File: src/rtl/ring_pkg.sv
// Shared ring definitions: slot type codes, scheduler state encoding and the
// layout of a 40-bit queue entry.
package ring_pkg;

  typedef enum logic [3:0] {
    SLOT_TOKEN      = 4'd1,
    SLOT_ADDRESS    = 4'd2,
    SLOT_WRITE_DATA = 4'd3,
    SLOT_NULL       = 4'd7
  } slot_type_t;

  typedef enum logic {
    ST_INJECT     = 1'b0,
    ST_WAIT_TOKEN = 1'b1
  } sched_state_t;

  // Queue entry as presented by the resend / directory-notify queues.
  typedef struct packed {
    logic [3:0]  dest;
    logic [3:0]  kind;
    logic [31:0] data;
  } queue_word_t;

endpackage

File: src/rtl/ring_rr_arb.sv
// Two-input priority arbiter whose priority flips each time toggle is pulsed.
// Priority starts with requester A after reset.
module ring_rr_arb (
  input  logic clock,
  input  logic reset,
  input  logic enable,
  input  logic req_a,
  input  logic req_b,
  input  logic toggle,
  output logic grant_a,
  output logic grant_b,
  output logic pri_b
);

  // Priority register: A after reset, flips on every toggle pulse.
  always_ff @(posedge clock) begin
    if (reset) begin
      pri_b <= 1'b0;
    end else if (toggle) begin
      pri_b <= ~pri_b;
    end
  end

  // Grant the priority requester if it is asking, otherwise the other one.
  always_comb begin
    grant_a = 1'b0;
    grant_b = 1'b0;
    if (enable) begin
      if (pri_b) begin
        if (req_b)      grant_b = 1'b1;
        else if (req_a) grant_a = 1'b1;
      end else begin
        if (req_a)      grant_a = 1'b1;
        else if (req_b) grant_b = 1'b1;
      end
    end
  end

endmodule

File: src/rtl/ring_slot_sched.sv
// Ring head slot scheduler: injects bursts from two queues, then emits a Token
// and forwards ring traffic until the Token returns or a watchdog expires.
// Optional statistics counters are built only when RING_SLOT_SCHED_STATS_EN is
// defined.
module ring_slot_sched
  import ring_pkg::*;
#(
  parameter int unsigned MAX_BURST     = 8,
  parameter int unsigned TOKEN_TIMEOUT = 1024
) (
  input  logic        clock,
  input  logic        reset,
  input  logic [31:0] ringIn,
  input  logic [3:0]  slotTypeIn,
  input  logic [3:0]  sourceIn,
  output logic [31:0] ringOut,
  output logic [3:0]  slotTypeOut,
  output logic [3:0]  sourceOut,
  input  logic        aValid,
  input  logic [39:0] aData,
  output logic        aRead,
  input  logic        bValid,
  input  logic [39:0] bData,
  output logic        bRead,
  output logic        tokenLost,
  output logic [31:0] statA,
  output logic [31:0] statB,
  output logic [31:0] statRounds
);

  localparam logic [3:0]  BURST_LIMIT  = 4'(MAX_BURST);
  localparam logic [15:0] TIMEOUT_LAST = 16'(TOKEN_TIMEOUT - 1);

  sched_state_t state, state_next;
  logic [3:0]   burst, burst_next;
  logic [15:0]  wd, wd_next;
  logic [31:0]  ring_next;
  logic [3:0]   type_next;
  logic [3:0]   src_next;
  logic         lost_next;

  logic        grant_a, grant_b, pri_b;
  logic        burst_full, emit_token, arb_enable;
  logic        token_in, drop_addr;
  queue_word_t word_sel;

  assign burst_full = (burst == BURST_LIMIT);
  assign emit_token = (state == ST_INJECT) && (burst_full || !(aValid || bValid));
  // Reset gating keeps the pop strobes quiet while reset is held.
  assign arb_enable = (state == ST_INJECT) && !burst_full && !reset;
  assign token_in   = (slotTypeIn == SLOT_TOKEN);
  assign drop_addr  = (slotTypeIn == SLOT_ADDRESS) && ringIn[31];

  ring_rr_arb u_arb (
    .clock   (clock),
    .reset   (reset),
    .enable  (arb_enable),
    .req_a   (aValid),
    .req_b   (bValid),
    .toggle  (emit_token && !reset),
    .grant_a (grant_a),
    .grant_b (grant_b),
    .pri_b   (pri_b)
  );

  assign aRead    = grant_a;
  assign bRead    = grant_b;
  assign word_sel = grant_a ? queue_word_t'(aData) : queue_word_t'(bData);

  // Next-state and next ring-slot selection.
  always_comb begin
    state_next = state;
    burst_next = burst;
    wd_next    = wd;
    ring_next  = '0;
    type_next  = SLOT_NULL;
    src_next   = '0;
    lost_next  = 1'b0;
    case (state)
      ST_INJECT: begin
        if (emit_token) begin
          ring_next  = {28'd0, burst};
          type_next  = SLOT_TOKEN;
          state_next = ST_WAIT_TOKEN;
          burst_next = '0;
          wd_next    = '0;
        end else begin
          // Queue dest field occupies the source lane of the injected slot.
          ring_next  = word_sel.data;
          type_next  = word_sel.kind;
          src_next   = word_sel.dest;
          burst_next = burst + 4'd1;
        end
      end
      ST_WAIT_TOKEN: begin
        wd_next = wd + 16'd1;
        if (token_in) begin
          state_next = ST_INJECT;
        end else begin
          if (!drop_addr) begin
            ring_next = ringIn;
            type_next = slotTypeIn;
            src_next  = sourceIn;
          end
          if (wd == TIMEOUT_LAST) begin
            lost_next  = 1'b1;
            state_next = ST_INJECT;
          end
        end
      end
      default: state_next = ST_INJECT;
    endcase
  end

  // State and registered ring-head outputs.
  always_ff @(posedge clock) begin
    if (reset) begin
      state       <= ST_INJECT;
      burst       <= '0;
      wd          <= '0;
      ringOut     <= '0;
      slotTypeOut <= SLOT_NULL;
      sourceOut   <= '0;
      tokenLost   <= 1'b0;
    end else begin
      state       <= state_next;
      burst       <= burst_next;
      wd          <= wd_next;
      ringOut     <= ring_next;
      slotTypeOut <= type_next;
      sourceOut   <= src_next;
      tokenLost   <= lost_next;
    end
  end

`ifdef RING_SLOT_SCHED_STATS_EN
  // Grant and round statistics, free-running with natural wrap.
  always_ff @(posedge clock) begin
    if (reset) begin
      statA      <= '0;
      statB      <= '0;
      statRounds <= '0;
    end else begin
      if (grant_a)    statA      <= statA + 32'd1;
      if (grant_b)    statB      <= statB + 32'd1;
      if (emit_token) statRounds <= statRounds + 32'd1;
    end
  end
`else
  assign statA      = '0;
  assign statB      = '0;
  assign statRounds = '0;
`endif

  logic unused_pri;
  assign unused_pri = pri_b;

endmodule

File: config.mk
export PLATFORM = sky130hd
export DESIGN_NAME = ring_slot_sched
export DESIGN_NICKNAME = d
export VERILOG_FILES = /design/src/rtl/ring_pkg.sv /design/src/rtl/ring_rr_arb.sv /design/src/rtl/ring_slot_sched.sv
export SDC_FILE = /design/constraint.sdc
export NUM_CORES = 1
export LEC_CHECK = 0
export ABC_CLOCK_PERIOD_IN_PS = 1600
export CAP_MARGIN = 0
export CORE_ASPECT_RATIO = 0.5
export CORE_MARGIN = 5
export CORE_UTILIZATION = 31
export CTS_CLUSTER_SIZE = 40
export DETAILED_ROUTE_END_ITERATION = 16
export PLACE_DENSITY = 0.88
export SYNTH_ARGS = -nofsm -noshare
export SYNTH_HDL_FRONTEND = slang
export SYNTH_SLANG_ARGS = --single-unit
File: constraint.sdc
create_clock -name clock -period 1.6 [get_ports clock]
set_clock_uncertainty 0.05 [all_clocks]
set_input_delay 0.16 -clock clock [delete_from_list [all_inputs] [get_ports clock]]
set_output_delay 0.16 -clock clock [all_outputs]
set_load 0.1 [all_outputs]
==> results.sh <==
export IMPL_finalCritPeriodShare_pct=112
export IMPL_layout_commonest_cell="sky130_fd_sc_hd__clkdlybuf4s50_1"
export IMPL_worst_path_dominant_cell_family="buffers and inverters"
export IMPL_reg2reg_setup_slack_ps=-140
export IMPL_rr_startpoint="burst[1]"
export IMPL_areaGrowthSynthToFinish_pct=82.3
export IMPL_cp_data_arrival_time_ps=1580
export IMPL_initial_core_util_pct=32.1
export IMPL_ir_worst_vdd_uv=572
export IMPL_antenna_diode_count=0
export IMPL_yosys_cell_types_count=56
export IMPL_place_detailed_hpwl_mm=11.1
export IMPL_worstSetupEndpointType="primary output"
export IMPL_fmax_ghz=0.560
export IMPL_delay_of_the_slowest_critical_path_stage_ps=350
export IMPL_r2r_end="slotTypeOut[3]"
export IMPL_setup_viol=54
export IMPL_chipHeight_um=86.0
export IMPL_status="finished, violations left"
export IMPL_timing_critical_path_from="burst[1]"
export IMPL_groute_usage_overall_pct=20.1
export IMPL_grt_pass1_wl_mm=21.5
export IMPL_later_pin_clock_latency_in_the_skew_report_ps=330
export IMPL_ctsHtreeMaxLevel=3
export IMPL_io_buffer_count=166
export IMPL_power_density_nw_per_um2=1080
export IMPL_worst_setup_path_endpoint="aRead"
export IMPL_tritoncts_buffer_count=9
export IMPL_yosys_register_bits=63
export IMPL_drc_errors=0
export IMPL_cts_reportedPaths_clkPinSlew_ps=60
export IMPL_area_of_combinational_cells_with_multiple_inputs_um2=2000
export IMPL_hold_viol_final=0
export IMPL_critPathSlowestCell="sky130_fd_sc_hd__dfxtp_2"
export IMPL_routed_via_density=4.79
export IMPL_worst_slack_ps=-185
export IMPL_first_global_vias=3836
export IMPL_period_needed_ps=1790
export IMPL_syn_avg_cell_area_um2=9.23
export IMPL_drt_pass1_iterations=4
export IMPL_drv_cap=0
export IMPL_layout_filler_cells=822
export IMPL_cts_hold_repair_buffers=0
export IMPL_ioPinCount=263
export IMPL_worstPathRequired_ps=1390
export IMPL_worstHoldStart="aData[33]"
export IMPL_die_width_um=162
export IMPL_grt_antenna_before_repair=0
export IMPL_tritoncts_clock_tree="built"
export IMPL_reg2reg_depth=7
export IMPL_cts_root_buffer="sky130_fd_sc_hd__clkbuf_16"
export IMPL_register_area_um2=1260
export IMPL_totalNegativeSetupSlack_ps=-3880
export IMPL_synth_enable_flop_cells=0
export IMPL_non_filler_cell_area_final_um2=6530
export IMPL_overflow=0
export IMPL_final_net_count=741
export IMPL_synth_cells=388
export IMPL_timing_critical_path_cells="inv_4 > ha_4 > nand3b_1 > nand3_2 > inv_2 > buf_6 > buf_12"
export IMPL_clock_sinks=63
export IMPL_synth_yosys_seq_area_share_pct=35.2
export IMPL_coreArea_um2=11100
export IMPL_holdWs_ps=353
export IMPL_clk_path_buf_depth=2
export IMPL_failed_checks="negative setup slack"
export IMPL_post_route_cells_drive_above_1_share_pct=27.9
export IMPL_synth_ff_type="sky130_fd_sc_hd__dfxtp_1"
export IMPL_route_vias_total=3660
export IMPL_worst_hold_path_type="input pin to flip-flop"
export IMPL_placer_congestion=0.878
export IMPL_synth_warning_count=0
export IMPL_layout_cells_most_common_list="123 x sky130_fd_sc_hd__clkdlybuf4s50_1, 96 x sky130_fd_sc_hd__conb_1, 60 x sky130_fd_sc_hd__dfxtp_1"
export IMPL_crit_cells=7
export IMPL_critPathMaxFanout=3
export IMPL_total_die_area_um2=13900
export IMPL_largest_net_degree_at_the_start_of_global_routing=17
export IMPL_power_leakage_nw=2.99
export IMPL_timing_critical_path_from_type="flip-flop"
export IMPL_syn_cell_area_um2=3580
export IMPL_detail_routed_net_length_per_standard_cell_um=20.2
export IMPL_synthArstFlopShare_pct=0
export IMPL_timing_final_max_slew_violations=0
export IMPL_placement_setup_worst_slack_ps=-347
export IMPL_worst_setup_path_type="flip-flop to primary output"
export IMPL_power_mw=7.04
export IMPL_crit_buf_inv=4
export IMPL_post_dp_cell_area_um2=5840
export IMPL_postRouteWirelength_mm=15.4
export IMPL_initialDrtViolationCount=150
export IMPL_ant_nets=0
export IMPL_num_rows=27
export IMPL_setup_repair_after_global_routing_missed_its_margin="yes"
state kept, by name, indices dropped and copies added (netlist names):
name	cells
u_arb.pri_b	1
state	1
tokenLost	1
burst	4
ringOut	32
wd	16
sourceOut	4
slotTypeOut	4
synth_stat cells, drive strengths merged, types with 2 or more instances:
| cell type | instances | area share (%) |
|---|---|---|
| nand2b | 3 | 0.52 |
| o31ai | 3 | 0.63 |
| a22o | 24 | 5.9 |
| nand3b | 2 | 0.42 |
| clkbuf | 4 | 0.45 |
| nor2b | 3 | 0.52 |
| nor4 | 4 | 1.5 |
| dfxtp | 63 | 35 |
| o21ai | 4 | 0.56 |
| nand3 | 10 | 1.5 |
| and3 | 14 | 2.4 |
| ha | 3 | 1.0 |
| and3b | 2 | 0.49 |
| a21oi | 13 | 1.9 |
| and2 | 2 | 0.35 |
| inv | 8 | 0.84 |
| buf | 110 | 23 |
| xor2 | 6 | 1.5 |
| nor2 | 19 | 2.1 |
| nand2 | 14 | 1.5 |
| a221o | 12 | 3.4 |
| a21o | 24 | 5.0 |
| mux2 | 3 | 0.94 |
| mux2i | 5 | 1.4 |
| nand4 | 7 | 1.2 |
| or4 | 4 | 0.84 |
| o311ai | 3 | 0.73 |
per-stage QoR:
step	instances	util [%]
2_1_floorplan	483	-
3_5_place_dp	733	52.4
6_report	764	58.6
5_1_grt	764	58.6
4_1_cts	760	57.3
3_3_place_gp	733	52.4
worst min path at each step:
| stage | to | slack, ps | cells after the start |
|---|---|---|---|
| floorplan | ringOut[10] | 220 | 1 |
| global placement | wd[15] | 430 | 2 |
| detailed placement | wd[15] | 430 | 2 |
| CTS | slotTypeOut[2] | 340 | 3 |
| global route | ringOut[16] | 360 | 2 |
| finish | slotTypeOut[1] | 350 | 3 |
timing repair:
action | in CTS | in global routing
setup endpoints to repair | 55 | 52
pin swaps | 12 | 23
gates cloned | 2 | 0
resized for setup | 31 | 26
setup buffers | 9 | 6
routing by layer:
layer  vias up  wire length (µm)  global-route usage [%]
li1       1656                 -                       -
met1      1754              5410                    20.8
met2       199              8020                    37.7
met3        51              1200                    5.71
met4         0               801                    9.75
met5         -                 0                       0
tightest hold or removal path, delay by kind of cell:
family,cells,cell delay (ps)
buf+inv,1,400
simple gates,2,130
report_power, final:
group          switching [mW]  internal (mW)  leakage [nW]
clock network           0.759           1.25         0.137
logic                    2.21           1.02          2.33
registers               0.107           1.70         0.519
cell families (layout without fill, tap and decap cells):
| kind of cell | Yosys count | in the layout | synth area share (%) |
|---|---|---|---|
| other cells | 1 | 96 | 0.105 |
| xor+xnor | 7 | 7 | 1.71 |
| buf+inv | 122 | 258 | 23.8 |
| mux | 8 | 8 | 2.34 |
| simple gates | 90 | 90 | 14.7 |
| compound gates | 94 | 94 | 21.1 |
| fa+ha+maj | 3 | 3 | 1.05 |
| flops | 63 | 63 | 35.2 |
cell type report:
class                   count  share of cell area [%]
repair buffers            234                    42.0
multi-input cells         298                    30.6
flip-flops and latches     63                    19.4
clock buffers              10                    3.66
well taps                 145                    2.78
clock inverters             6                    1.05
inverters                   8                   0.498
Power figures use the tool's default switching activity.
